**config.mk**
```make
export PLATFORM = sky130hd
export DESIGN_NAME = vga_cell_scanout
export DESIGN_NICKNAME = d
export VERILOG_FILES = /design/src/rtl/vga_timing_pkg.sv /design/src/rtl/vga_cell_scanout.sv
export SDC_FILE = /design/constraint.sdc
export NUM_CORES = 1
export LEC_CHECK = 0
export CAP_MARGIN = 10
export CORE_MARGIN = 5
export CORE_UTILIZATION = 30
export CTS_CLUSTER_DIAMETER = 40
export DETAILED_ROUTE_END_ITERATION = 10
export PLACE_DENSITY = 0.46
export SYNTH_ARGS = -nofsm -noshare
export SYNTH_HDL_FRONTEND = slang
export SYNTH_SLANG_ARGS = --single-unit
```
**constraint.sdc**
```tcl
create_clock -name clk -period 5.4 [get_ports clk]
set_input_delay 1.08 -clock clk [delete_from_list [all_inputs] [get_ports clk]]
set_output_delay 1.08 -clock clk [all_outputs]
set_load 0.005 [all_outputs]
```
**src/rtl/vga_timing_pkg.sv**
```systemverilog
// 640x480@60 VGA timing constants, derived totals/sync windows, and the 6-bit pixel type.
package vga_timing_pkg;

    localparam int H_ACTIVE = 640;
    localparam int H_FP     = 16;
    localparam int H_SYNC   = 96;
    localparam int H_BP     = 48;
    localparam int V_ACTIVE = 480;
    localparam int V_FP     = 10;
    localparam int V_SYNC   = 2;
    localparam int V_BP     = 33;
    localparam int CELL_W   = 10;
    localparam int CELL_H   = 20;

    localparam int H_TOTAL  = H_ACTIVE + H_FP + H_SYNC + H_BP;
    localparam int V_TOTAL  = V_ACTIVE + V_FP + V_SYNC + V_BP;

    localparam int HS_START = H_ACTIVE + H_FP;
    localparam int HS_END   = HS_START + H_SYNC;
    localparam int VS_START = V_ACTIVE + V_FP;
    localparam int VS_END   = VS_START + V_SYNC;

    typedef struct packed {
        logic [1:0] r;
        logic [1:0] g;
        logic [1:0] b;
    } rgb_t;

    localparam rgb_t BLACK = '{r: 2'b00, g: 2'b00, b: 2'b00};

endpackage

```
**src/rtl/vga_cell_scanout.sv**
```systemverilog
// VGA timing + coarse cell coordinates for the pixel layers; scrolled x cell per frame.
// Counter-to-pin latency is 2 cycles for rgb/hsync/vsync/frame_tick; no backpressure.
module vga_cell_scanout #(
    parameter int HACT = vga_timing_pkg::H_ACTIVE,
    parameter int HFP  = vga_timing_pkg::H_FP,
    parameter int HSW  = vga_timing_pkg::H_SYNC,
    parameter int HBP  = vga_timing_pkg::H_BP,
    parameter int VACT = vga_timing_pkg::V_ACTIVE,
    parameter int VFP  = vga_timing_pkg::V_FP,
    parameter int VSW  = vga_timing_pkg::V_SYNC,
    parameter int VBP  = vga_timing_pkg::V_BP,
    parameter int CW   = vga_timing_pkg::CELL_W,
    parameter int CH   = vga_timing_pkg::CELL_H
) (
    input  logic       clk,
    input  logic       rst_n,
    input  logic       scroll_en,
    output logic [5:0] cell_x,
    output logic [4:0] cell_y,
    input  logic [5:0] layer_rgb,
    output logic       hsync,
    output logic       vsync,
    output logic [5:0] rgb,
    output logic       frame_tick
);
    import vga_timing_pkg::*;

    localparam int HT  = HACT + HFP + HSW + HBP;
    localparam int VT  = VACT + VFP + VSW + VBP;
    localparam int HW  = $clog2(HT);
    localparam int VW  = $clog2(VT);
    localparam int PW  = $clog2(CW + 1);
    localparam int RW  = $clog2(CH + 1);
    localparam int HS0 = HACT + HFP;
    localparam int HS1 = HS0 + HSW;
    localparam int VS0 = VACT + VFP;
    localparam int VS1 = VS0 + VSW;
    localparam int CY_MAX = VACT / CH - 1;

    logic [HW-1:0] h_q, h_d;
    logic [VW-1:0] v_q, v_d;
    logic [PW-1:0] px_q, px_d;
    logic [RW-1:0] row_q, row_d;
    logic [5:0]    raw_x_q, raw_x_d;
    logic [4:0]    raw_y_q, raw_y_d;
    logic [5:0]    scroll_q, scroll_d;

    logic [5:0]    cell_x_q, cell_x_d;
    logic [4:0]    cell_y_q, cell_y_d;
    logic          de1_q, hs1_q, vs1_q, fr1_q;

    rgb_t          rgb_q;
    logic          hsync_q, vsync_q, frame_q;

    logic h_wrap, v_wrap, f_wrap, h_act, v_act, de0, hs0, vs0, fr0;

    always_comb begin
        h_wrap   = (h_q == HW'(HT - 1));
        v_wrap   = (v_q == VW'(VT - 1));
        f_wrap   = h_wrap && v_wrap;
        h_act    = (h_q < HW'(HACT));
        v_act    = (v_q < VW'(VACT));
        de0      = h_act && v_act;
        hs0      = !((h_q >= HW'(HS0)) && (h_q < HW'(HS1)));
        vs0      = !((v_q >= VW'(VS0)) && (v_q < VW'(VS1)));
        fr0      = (h_q == '0) && (v_q == '0);

        h_d      = h_wrap ? '0 : h_q + HW'(1);
        v_d      = v_q;
        if (h_wrap) begin
            v_d = v_wrap ? '0 : v_q + VW'(1);
        end

        // x cells: prescale by CW during the active part of the line only
        px_d     = px_q;
        raw_x_d  = raw_x_q;
        if (h_wrap) begin
            px_d    = '0;
            raw_x_d = '0;
        end else if (h_act) begin
            if (px_q == PW'(CW - 1)) begin
                px_d    = '0;
                raw_x_d = raw_x_q + 6'd1;
            end else begin
                px_d    = px_q + PW'(1);
            end
        end

        // y cells advance on line ends; frame wrap wins over the line-end step
        row_d    = row_q;
        raw_y_d  = raw_y_q;
        if (f_wrap) begin
            row_d   = '0;
            raw_y_d = '0;
        end else if (h_wrap && v_act) begin
            if (row_q == RW'(CH - 1)) begin
                row_d = '0;
                if (raw_y_q != 5'(CY_MAX)) begin
                    raw_y_d = raw_y_q + 5'd1;
                end
            end else begin
                row_d = row_q + RW'(1);
            end
        end

        scroll_d = (f_wrap && scroll_en) ? scroll_q + 6'd1 : scroll_q;

        cell_x_d = de0 ? raw_x_q + scroll_q : cell_x_q;
        cell_y_d = de0 ? raw_y_q : cell_y_q;
    end

    always_ff @(posedge clk or negedge rst_n) begin
        if (!rst_n) begin
            h_q      <= '0;
            v_q      <= '0;
            px_q     <= '0;
            row_q    <= '0;
            raw_x_q  <= '0;
            raw_y_q  <= '0;
            scroll_q <= '0;
            cell_x_q <= '0;
            cell_y_q <= '0;
            de1_q    <= 1'b0;
            hs1_q    <= 1'b1;
            vs1_q    <= 1'b1;
            fr1_q    <= 1'b0;
            rgb_q    <= BLACK;
            hsync_q  <= 1'b1;
            vsync_q  <= 1'b1;
            frame_q  <= 1'b0;
        end else begin
            h_q      <= h_d;
            v_q      <= v_d;
            px_q     <= px_d;
            row_q    <= row_d;
            raw_x_q  <= raw_x_d;
            raw_y_q  <= raw_y_d;
            scroll_q <= scroll_d;
            cell_x_q <= cell_x_d;
            cell_y_q <= cell_y_d;
            de1_q    <= de0;
            hs1_q    <= hs0;
            vs1_q    <= vs0;
            fr1_q    <= fr0;
            // layer_rgb is combinational from cell_x_q/cell_y_q, so it lines up with de1_q
            rgb_q    <= de1_q ? rgb_t'(layer_rgb) : BLACK;
            hsync_q  <= hs1_q;
            vsync_q  <= vs1_q;
            frame_q  <= fr1_q;
        end
    end

    assign cell_x     = cell_x_q;
    assign cell_y     = cell_y_q;
    assign rgb        = rgb_q;
    assign hsync      = hsync_q;
    assign vsync      = vsync_q;
    assign frame_tick = frame_q;

endmodule
```
# Word level (Yosys, flattened, before mapping)
# Index checks and enable logic that the tools add are counted.
[classes]
n_addsub = 8
magnitude_cmp = 6
n_eq_ne = 5
muxes = 16
reduce_logical = 18
[op_table]
columns = ["cell", "count"]
rows = [
  ["two-way mux 5 bit", 7],
  ["two-way mux 6 bit", 4],
  ["adder 10 x 1 -> 10 bit (second input constant)", 2],
  ["== test 10 bit (second input constant)", 2],
  ["logical NOT 10 bit", 2],
  ["less-than comparator 10 bit (second input constant)", 2],
  ["less-than comparator 10 x 9 -> 1 bit (second input constant)", 2],
  ["two-way mux 10 bit", 2],
  ["adder 6 x 1 -> 6 bit (second input constant)", 2],
  ["two-way mux 4 bit", 3],
  ["adder 5 x 1 -> 5 bit (second input constant)", 2],
  ["greater-or-equal comparator 10 bit (second input constant)", 1],
  ["greater-or-equal comparator 10 x 9 -> 1 bit (second input constant)", 1],
  ["nonzero test 2 bit", 5],
  ["logical AND 1 bit", 7],
  ["adder 6 bit", 1],
  ["== test 5 bit (second input constant)", 1],
  ["!= test 5 bit (second input constant)", 1],
  ["adder 4 x 1 -> 4 bit (second input constant)", 1],
  ["== test 4 bit (second input constant)", 1],
  ["AND reduction 3 bit", 1],
  ["logical NOT 1 bit", 2],
  ["AND reduction 2 bit", 1],
]
[totals]
reg_bits = 70

# Depth between registers and ports, before layout
# Gate-level depths: netlist (run 1).
[logic_depth]
word_depth = 5
ltp_mapped = 7
ltp_nobuf = 7

# Worst setup path after synthesis (run 1)
# No wires, ideal clock.
[synth_path]
path_kind = "reg-to-reg"
from = "register h_q[0]"
to = "register row_q[3]"
setup_time_ns = 0.126
arrival_time_ns = 1.583
required_ns = 5.274
slack_ns = 3.691
stages_incl_launch_ff = 7
path_buffers = 1
path_cell_list = "dfrtp_1 -> ha_1 -> and4_4 -> and3_1 -> buf_4 -> and3_1 -> a221o_1"
[synth_between]
elab_chain_len = 3
word_cells_on_any_way = 5
cone_classes = "eq/ne: 1; mux: 1; reduce/logical: 3"
[synth_lines]
columns = ["element", "line_no", "rtl"]
rows = [
  ["start, declared", "vga_cell_scanout.sv:40", "logic [HW-1:0] h_q, h_d;"],
  ["start signal, assigned", "vga_cell_scanout.sv:114", "h_q <= '0;"],
  ["start signal, assigned", "vga_cell_scanout.sv:132", "h_q <= h_d;"],
  ["== test 10 bit (*)", "vga_cell_scanout.sv:58", "h_wrap = (h_q == HW'(HT - 1));"],
  ["logical AND 1 bit, on equally long branches", "vga_cell_scanout.sv:60, vga_cell_scanout.sv:95", ""],
  ["two-way mux 5 bit / nonzero test 2 bit (equally long branches)", "--", ""],
  ["end signal, assigned", "vga_cell_scanout.sv:135", "row_q <= row_d;"],
  ["end, declared", "vga_cell_scanout.sv:43", "logic [RW-1:0] row_q, row_d;"],
]
# Mark *: on every way between the ends. The rest lies on a longest branch, timed or not.
# A chain may end at the register's enable or synchronous reset.

# Worst setup path after layout (run 1)
[layout_path]
from = "register hsync_q (netlist: hsync)"
to = "output port hsync"
[layout_rtl]
columns = ["element", "line_no", "rtl"]
rows = [
  ["start, declared", "vga_cell_scanout.sv:53", "logic hsync_q, vsync_q, frame_q;"],
  ["start signal, assigned", "vga_cell_scanout.sv:147", "hsync_q <= hs1_q;"],
  ["end, declared", "vga_cell_scanout.sv:21", "output logic hsync,"],
]
# No word-level cell between the ends.

==> results of run 1 <==
-- routing by layer --
| layer | track usage (%) | wire (um) | up-vias |
|---|---|---|---|
| met3 | 3.10 | 300 | 11 |
| met1 | 14.7 | 3500 | 1234 |
| met5 | 0 | 0 | - |
| li1 | - | - | 1231 |
| met2 | 17.8 | 3340 | 43 |
| met4 | 4.49 | 117 | 0 |
-- through the flow --
| step | power, W | hold slack [ns] | setup WS [ns] |
|---|---|---|---|
| after floorplan | 0.000539 | 0.331 | 3.69 |
| after global placement | 0.000561 | 0.335 | 3.07 |
| after detailed placement | 0.000561 | 0.337 | 3.07 |
| after CTS | 0.00116 | 0.350 | 2.97 |
| after global routing | 0.00119 | 0.356 | 2.95 |
| final | 0.00114 | 0.348 | 3.00 |
-- layout make-up --
| class | instances | area (um2) | area share (%) |
|---|---|---|---|
| Timing Repair Buffer | 31 | 310 | 7.29 |
| Clock inverter | 5 | 58.8 | 1.38 |
| Clock buffer | 11 | 243 | 5.71 |
| Tap cell | 143 | 179 | 4.21 |
| Inverter | 14 | 52.6 | 1.24 |
| Multi-Input combinational cell | 232 | 1650 | 38.9 |
| Sequential cell | 70 | 1760 | 41.3 |
-- synthesized netlist by cell type, types with 4 or more instances --
cell type,instances
sky130_fd_sc_hd__a21o_1,4
sky130_fd_sc_hd__a21oi_1,12
sky130_fd_sc_hd__a22o_1,5
sky130_fd_sc_hd__and2_1,11
sky130_fd_sc_hd__and3_1,9
sky130_fd_sc_hd__buf_2,5
sky130_fd_sc_hd__dfrtp_1,66
sky130_fd_sc_hd__dfstp_2,4
sky130_fd_sc_hd__ha_1,15
sky130_fd_sc_hd__inv_1,14
sky130_fd_sc_hd__mux2_2,5
sky130_fd_sc_hd__nand2_1,24
sky130_fd_sc_hd__nand3_1,15
sky130_fd_sc_hd__nand4_1,12
sky130_fd_sc_hd__nor2_1,17
sky130_fd_sc_hd__nor2b_1,4
sky130_fd_sc_hd__nor3_1,7
sky130_fd_sc_hd__nor4_1,4
sky130_fd_sc_hd__o21ai_0,14
sky130_fd_sc_hd__or3_1,5
sky130_fd_sc_hd__xnor2_1,10
sky130_fd_sc_hd__xor2_1,13
-- kinds of logic after synthesis --
logic type / count (synthesis) / synth area share [%]
buf+inv: 26 / 3.78
simple gates: 130 / 22.2
fa+ha+maj: 16 / 5.86
flops: 70 / 49.6
xor+xnor: 23 / 5.68
compound gates: 56 / 10.6
mux: 7 / 2.29
-- registers in the layout, indices dropped and copies added (netlist names), 4 cells and up --
signal and cells:
cell_x 6, raw_x_q 6, row_q 5, h_q 10, v_q 10, rgb 6
raw_y_q 5, scroll_q 6, cell_y 5, px_q 4
-- worst min-delay path by stage --
stage	slack, ns	startpoint	to
after CTS	0.35	fr1_q	frame_tick
after global routing	0.36	fr1_q	frame_tick
after detailed placement	0.34	fr1_q	frame_tick
after floorplan	0.33	fr1_q	frame_tick
final	0.35	fr1_q	frame_tick
after global placement	0.33	fr1_q	frame_tick
-- cells in the final DEF (no fill, tap or decap), types with 4 or more instances in the layout --
master                            instances
sky130_fd_sc_hd__a21o_1                   4
sky130_fd_sc_hd__a21oi_1                 12
sky130_fd_sc_hd__a22o_1                   5
sky130_fd_sc_hd__and2_1                  11
sky130_fd_sc_hd__and3_1                   9
sky130_fd_sc_hd__clkbuf_16                9
sky130_fd_sc_hd__clkdlybuf4s50_1         27
sky130_fd_sc_hd__dfrtp_1                 66
sky130_fd_sc_hd__dfstp_2                  4
sky130_fd_sc_hd__ha_1                    15
sky130_fd_sc_hd__inv_1                   14
sky130_fd_sc_hd__mux2_2                   5
sky130_fd_sc_hd__nand2_1                 24
sky130_fd_sc_hd__nand3_1                 15
sky130_fd_sc_hd__nand4_1                 12
sky130_fd_sc_hd__nor2_1                  17
sky130_fd_sc_hd__nor2b_1                  4
sky130_fd_sc_hd__nor3_1                   7
sky130_fd_sc_hd__nor4_1                   4
sky130_fd_sc_hd__o21ai_0                 14
sky130_fd_sc_hd__or3_1                    5
sky130_fd_sc_hd__xnor2_1                 10
sky130_fd_sc_hd__xor2_1                  13
-- power groups by stage --
| stage | registers (W) | clock network [W] | logic, W |
|---|---|---|---|
| 2_1_floorplan | 0.000537 | 0 | 0.00000154 |
| 3_3_place_gp | 0.000537 | 0 | 0.0000242 |
| 3_5_place_dp | 0.000537 | 0 | 0.0000242 |
| 4_1_cts | 0.000527 | 0.000611 | 0.0000245 |
| 5_1_grt | 0.000527 | 0.000637 | 0.0000289 |
| 6_report | 0.000528 | 0.000588 | 0.0000248 |
==> impl_table.tex, run 1 <==
\begin{tabular}{lr}
\hline
Metric & Value \\
\hline
\multicolumn{2}{l}{\textbf{Synthesis}} \\
Commonest register cell after synthesis & sky130\_fd\_sc\_hd\_\_dfrtp\_1 \\
Post-synth EDFFs & 0 \\
Leading area contributor after synthesis & sky130\_fd\_sc\_hd\_\_dfrtp\_1 \\
Mean Syn Cell Area & between 10 and 15 um2 \\
Post-synthesis instance total & about 330 \\
Top area cells in the synthesized netlist & sky130\_fd\_sc\_hd\_\_dfrtp\_1 (47\%), sky130\_fd\_sc\_hd\_\_ha\_1 (5.3\%), sky130\_fd\_sc\_hd\_\_xor2\_1 (3.2\%), sky130\_fd\_sc\_hd\_\_dfstp\_2 (3.0\%), sky130\_fd\_sc\_hd\_\_nand2\_1 (2.5\%) \\
Post-synthesis sequential area ratio & around half \\
Number of different library cells in the post-synthesis netlist & 58 \\
Register bit count reported by yosys & 70 \\
Yosys warning count & 0 \\
Async SR Flop Fraction & 100\% \\
Netlist area before placement & 0.00354 mm2 \\
Post-synth top area share & 46.6\% \\
Nets in the synthesized netlist & between 300 and 400 \\
\multicolumn{2}{l}{\textbf{Cells and area}} \\
Count of fill cells added during filler insertion & 1,146 \\
Layout overhead on the synthesized area & 20.0\% \\
Utilization after layout & 36.9\% \\
Non-filler instance count after layout & about 510 \\
Antenna fix cells & 0 \\
Fraction of layout cells with a size suffix above 1 & 10.7\% \\
Final std cell area, no fill & roughly 0.0043 mm2 \\
Layout Nets & roughly 380 \\
\multicolumn{2}{l}{\textbf{Worst setup path}} \\
Max FO, Critical Path & 1 \\
Endpoint type of the worst setup path & primary output \\
Highest cell delay on the worst timing path & about 0.51 ns \\
Crit path kind & reg -> out \\
Critical path depth in cells & 1 \\
Reg-to-Reg Start & h\_q[0] \\
Required arrival time at the worst endpoint & approximately 4.3 ns \\
Crit-path slowest cell & sky130\_fd\_sc\_hd\_\_dfstp\_2 \\
Cell type group with the largest total delay on the critical path & flip-flops \\
WP data arrival & roughly 1.3 ns \\
Launching element of the worst setup path & hsync \\
Logic depth of the worst register-to-register path & 6 \\
Capture point of the worst reg-to-reg path & scroll\_q[1] \\
Cells along the critical path & clkdlybuf4s50\_1 \\
Element type at the critical path start & flop \\
Worst setup path endpoint & hsync \\
Sum of buffers and inverters on the critical path & 1 \\
Register-to-register setup slack & $\sim$3.2 ns \\
\multicolumn{2}{l}{\textbf{Power and ir drop}} \\
Pwr per Cell Area & between 200 and 300 mW/mm2 \\
Fraction of power spent switching nets & roughly 20\% \\
Internal power & slightly above 0.0009 W \\
Share of power burned in the clock network & 51.6\% \\
Net switching power & around 0.00023 W \\
Maximum vdd ir drop & around 0.12 mV \\
Sequential share of power & around 46\% \\
Relative contribution of combinational cells to total power & under 10\% \\
Static leakage & between 1.5 and 2 nW \\
\multicolumn{2}{l}{\textbf{STA}} \\
Final setup violating endpoints & 0 \\
Worst max-slew margin expressed relative to the limit & between 60\% and 70\% \\
RSZ-0062 raised after global routing & false \\
Crit path time final & approximately 2.4 ns \\
Sum Neg Setup Slack & 0 ns \\
Endpoints failing hold & 0 \\
Final period utilization & $\sim$44\% \\
Worst Tran Pin Value & between 0.5 and 0.6 ns \\
Max Slew Vio Count & 0 \\
Worst clock skew on the final layout & 0.0109 ns \\
Peak clock frequency supported by timing & between 0.4 and 0.5 GHz \\
\multicolumn{2}{l}{\textbf{Floorplan}} \\
Number of placement rows & 39 \\
Core Area & between 0.01 and 0.015 mm2 \\
Effective utilization at floorplan & 30.8\% \\
Width of the die & around 120 um \\
Area enclosed by the die boundary & 0.0141 mm2 \\
Top Ports & 29 \\
Die Y & 119 um \\
\multicolumn{2}{l}{\textbf{CTS}} \\
Maximum buffer depth of the clock tree & 2 \\
Latest clock arrival within the worst-skew pair & $\sim$0.33 ns \\
Total clock sinks & 70 \\
Clock Tree Root & sky130\_fd\_sc\_hd\_\_clkbuf\_16 \\
Clock-pin transition on the worst setup and hold timing paths & 0.05 ns \\
\# Post-CTS Setup Buffers & 0 \\
CTS H-Tree Depth & 3 \\
Total clock buffers created by CTS & 9 \\
TritonCTS clock tree & done \\
Cells resized by post-CTS repair & 0 \\
CTS Hold Bufs & 0 \\
\multicolumn{2}{l}{\textbf{Global routing}} \\
Number of global-route vias before repair & about 2,600 \\
Antenna violations before repair & 0 \\
Total congestion overflow after global routing & 0 \\
GRT Util Overall & 11.3\% \\
Wire length of the first global-routing pass & 12.9 mm \\
Pin count of the biggest net entering global routing & between 40 and 50 \\
\multicolumn{2}{l}{\textbf{Placement}} \\
Number of cells in the design after placement & 489 \\
HPWL Detailed & 5.03 mm \\
Final GP Congestion & a little under 0.8 \\
Post-placement cell area & roughly 0.004 mm2 \\
IO buf count & 28 \\
\multicolumn{2}{l}{\textbf{Detailed routing}} \\
Antenna Nets Post-Route & 0 \\
First drt pass iteration count & 4 \\
Vias/cell & 4.98 \\
Total wire length after detailed routing & roughly 7.3 mm \\
Mean routed wirelength per cell & about 14 um \\
Total via count after detailed routing & between 2,000 and 3,000 \\
1st-iter DRT viols & 147 \\
Drt drc & 0 \\
\multicolumn{2}{l}{\textbf{Min path}} \\
Hold Path Class & reg -> reg \\
Hold Path Cell Cnt & 0 \\
\multicolumn{2}{l}{\textbf{Run status}} \\
Status & finished, final reports clean \\
\multicolumn{2}{l}{\textbf{Job}} \\
Number of maximum-capacitance constraint violations & 0 \\
\hline
\end{tabular}
(Power assumes the default switching activity.)
==> run 2: changes to the inputs <==
Clock period 5.4 ns to 2.4 ns, I/O delays scaled along.
==> run 2 against run 1 <==
Compared with the run above: power is 130% higher; register-to-register slack worse by 2.8 ns; non-clock buffer count rose by 3; worst hold slack worse by 0.20 ns; sequential power up 130%; first-iteration DRC count fell by 27%; combinational power increased by 120%; critical path type is now reg -> reg; highest routed layer unchanged.
==> impl_table.tex, run 2 (synthesis results as in run 1) <==
\begin{tabular}{lr}
\hline
Metric & Value \\
\hline
\multicolumn{2}{l}{\textbf{Global routing}} \\
Pin count of the biggest net entering global routing & 71 (+54\%) \\
Total congestion overflow after global routing & 0 (unchanged) \\
GRT Util Overall & 11.0\% (-0.31 points) \\
Wire length of the first global-routing pass & 12.7 mm (-1.7\%) \\
Antenna violations before repair & 0 (unchanged) \\
Number of global-route vias before repair & 2,502 (-4.1\%) \\
\multicolumn{2}{l}{\textbf{Cells and area}} \\
Antenna fix cells & 0 (unchanged) \\
Utilization after layout & 37.1\% (+0.17 points) \\
Fraction of layout cells with a size suffix above 1 & 11.7\% (+1.0 points) \\
Layout Nets & 386 (+0.78\%) \\
Most common cell after layout, fill and taps aside & sky130\_fd\_sc\_hd\_\_dfrtp\_1 \\
Non-filler instance count after layout & 509 (+0.59\%) \\
Commonest cells after routing, fill and taps aside & sky130\_fd\_sc\_hd\_\_dfrtp\_1 (66), sky130\_fd\_sc\_hd\_\_clkdlybuf4s50\_1 (27), sky130\_fd\_sc\_hd\_\_nand2\_1 (24) \\
Layout overhead on the synthesized area & 20.6\% \\
Largest registers & h\_q (10), v\_q (10) \\
Final std cell area, no fill & 0.00427 mm2 (+0.47\%) \\
Count of fill cells added during filler insertion & 1,129 (-1.5\%) \\
\multicolumn{2}{l}{\textbf{Placement}} \\
Final GP Congestion & 0.759 (-1.3\%) \\
IO buf count & 28 (unchanged) \\
Number of cells in the design after placement & 493 (+0.82\%) \\
HPWL Detailed & 4.93 mm (-2.0\%) \\
Post-placement cell area & 0.00398 mm2 (+1.1\%) \\
\multicolumn{2}{l}{\textbf{Detailed routing}} \\
Met1 WL & 3.59 mm (+2.8\%) \\
1st-iter DRT viols & 108 (-27\%) \\
Drt drc & 0 (unchanged) \\
First drt pass iteration count & 4 (unchanged) \\
Antenna Nets Post-Route & 0 (unchanged) \\
Total wire length after detailed routing & 7.12 mm (-1.8\%) \\
Max Used Layer & met4 \\
Vias/cell & 4.93 (-0.91\%) \\
Amount of wire on met2 after detailed routing & 3.20 mm (-4.3\%) \\
Total via count after detailed routing & 2,511 (-0.32\%) \\
Met3 WL post-DR & 260 um (-13\%) \\
Mean routed wirelength per cell & 14.0 um (-2.4\%) \\
\multicolumn{2}{l}{\textbf{Worst setup path}} \\
Max FO, Critical Path & 12 (+11) \\
Required arrival time at the worst endpoint & 2.61 ns (-1.71 ns) \\
Endpoint type of the worst setup path & flop \\
Highest cell delay on the worst timing path & 0.52 ns (about the same) \\
WP data arrival & 2.24 ns (+0.92 ns) \\
Cells along the critical path & inv\_1, ha\_1, nor4b\_4, and3\_1, nand3\_2, mux2\_4 \\
Crit-path slowest cell & sky130\_fd\_sc\_hd\_\_and3\_1 \\
Cell type group with the largest total delay on the critical path & simple AND/OR/NAND/NOR gates \\
Element type at the critical path start & flop \\
Sum of buffers and inverters on the critical path & 1 (unchanged) \\
Crit path kind & reg -> reg \\
\multicolumn{2}{l}{\textbf{STA}} \\
Final period utilization & a little over four fifths \\
Hold Slack & 0.153 ns (-0.195 ns) \\
Final setup violating endpoints & 0 (unchanged) \\
Max Slew Vio Count & 0 (unchanged) \\
Crit path time final & 2.03 ns \\
Worst max-slew margin expressed relative to the limit & 67.1\% (+4.0 points) \\
Worst Tran Pin Value & 0.494 ns (-0.0587 ns) \\
RSZ-0062 raised after global routing & false \\
Worst clock skew on the final layout & 0.0103 ns (-0.000568 ns) \\
Peak clock frequency supported by timing & 0.493 GHz \\
Sum Neg Setup Slack & 0 ns (unchanged) \\
Endpoints failing hold & 0 (unchanged) \\
\multicolumn{2}{l}{\textbf{Job}} \\
Number of maximum-capacitance constraint violations & 0 (unchanged) \\
\multicolumn{2}{l}{\textbf{Min path}} \\
Hold Path Class & in -> async \\
\multicolumn{2}{l}{\textbf{Floorplan}} \\
Core Area & 0.0115 mm2 (unchanged) \\
Width of the die & 119 um (unchanged) \\
Die Y & 119 um (unchanged) \\
Top Ports & 29 (unchanged) \\
Area enclosed by the die boundary & 0.0141 mm2 (unchanged) \\
Effective utilization at floorplan & 30.8\% (unchanged) \\
Number of placement rows & 39 (unchanged) \\
\multicolumn{2}{l}{\textbf{CTS}} \\
Cells resized by post-CTS repair & 0 (unchanged) \\
Maximum buffer depth of the clock tree & 2 (unchanged) \\
\# Post-CTS Setup Buffers & 0 (unchanged) \\
Total clock sinks & 70 (unchanged) \\
Total clock buffers created by CTS & 9 (unchanged) \\
TritonCTS clock tree & done \\
Clock-pin transition on the worst setup and hold timing paths & 0.06 ns (about the same) \\
Clock Tree Root & sky130\_fd\_sc\_hd\_\_clkbuf\_16 \\
CTS Hold Bufs & 0 (unchanged) \\
Latest clock arrival within the worst-skew pair & 0.33 ns (about the same) \\
CTS H-Tree Depth & 3 (unchanged) \\
\multicolumn{2}{l}{\textbf{Power and ir drop}} \\
Pwr per Cell Area & 601 mW/mm2 (+120\%) \\
Static leakage & 1.89 nW (+0.98\%) \\
Maximum vdd ir drop & 0.348 mV (+190\%) \\
\multicolumn{2}{l}{\textbf{Run status}} \\
Status & finished, final reports clean \\
\hline
\end{tabular}
## run 2: worst reg2reg max path: cells and delay by family, from the launching register on
family	cells	cell delay, ns
and+or+nand+nor	3	0.93
DFF	1	0.41
muxes	1	0.32
adders and majority gates	1	0.15
buffers and inverters	1	0.10
## run 2: power by group
group / internal [W] / total (W) / switching (W)
logic: 0.0000249 / 0.0000542 / 0.0000293
clock network: 0.000808 / 0.00133 / 0.000522
registers: 0.00119 / 0.00119 / 0.00000100
## run 2: cell type report
| cell class | instances | area, um2 | area share, % |
|---|---|---|---|
| clock buffer | 9 | 225 | 5.27 |
| timing repair buffer | 34 | 333 | 7.79 |
| multi-input combinational | 232 | 1650 | 38.7 |
| sequential | 70 | 1760 | 41.1 |
| tap | 143 | 179 | 4.19 |
| clock inverter | 7 | 73.8 | 1.73 |
| inverter | 14 | 52.6 | 1.23 |
## run 2: metal layers
metal	vias to the layer above	track usage (%)
li1	1250	-
met1	1212	15.0
met2	42	16.6
met3	7	3.44
met4	0	3.26
met5	-	0
## run 2: stage by stage
stage          total power [W]  setup slack, ns
2_1_floorplan          0.00121            0.691
3_3_place_gp           0.00127            0.451
5_1_grt                0.00268            0.251
6_report               0.00257            0.372
3_5_place_dp           0.00127            0.412
4_1_cts                0.00262            0.396
## run 2: path summary, 6_finish.rpt
check | to | from | cells past startpoint | slack [ns]
setup / recovery | scroll_q[1] | v_q[0] | 6 | 0.37
hold / removal | cell_x[2] | rst_n | 2 | 0.15
setup reg to reg | scroll_q[1] | v_q[0] | 6 | 0.37
hold reg to reg | frame_tick | fr1_q | 0 | 0.35
max in group asynchronous | vs1_q | rst_n | 2 | 1.89
min in group clk | frame_tick | fr1_q | 0 | 0.35
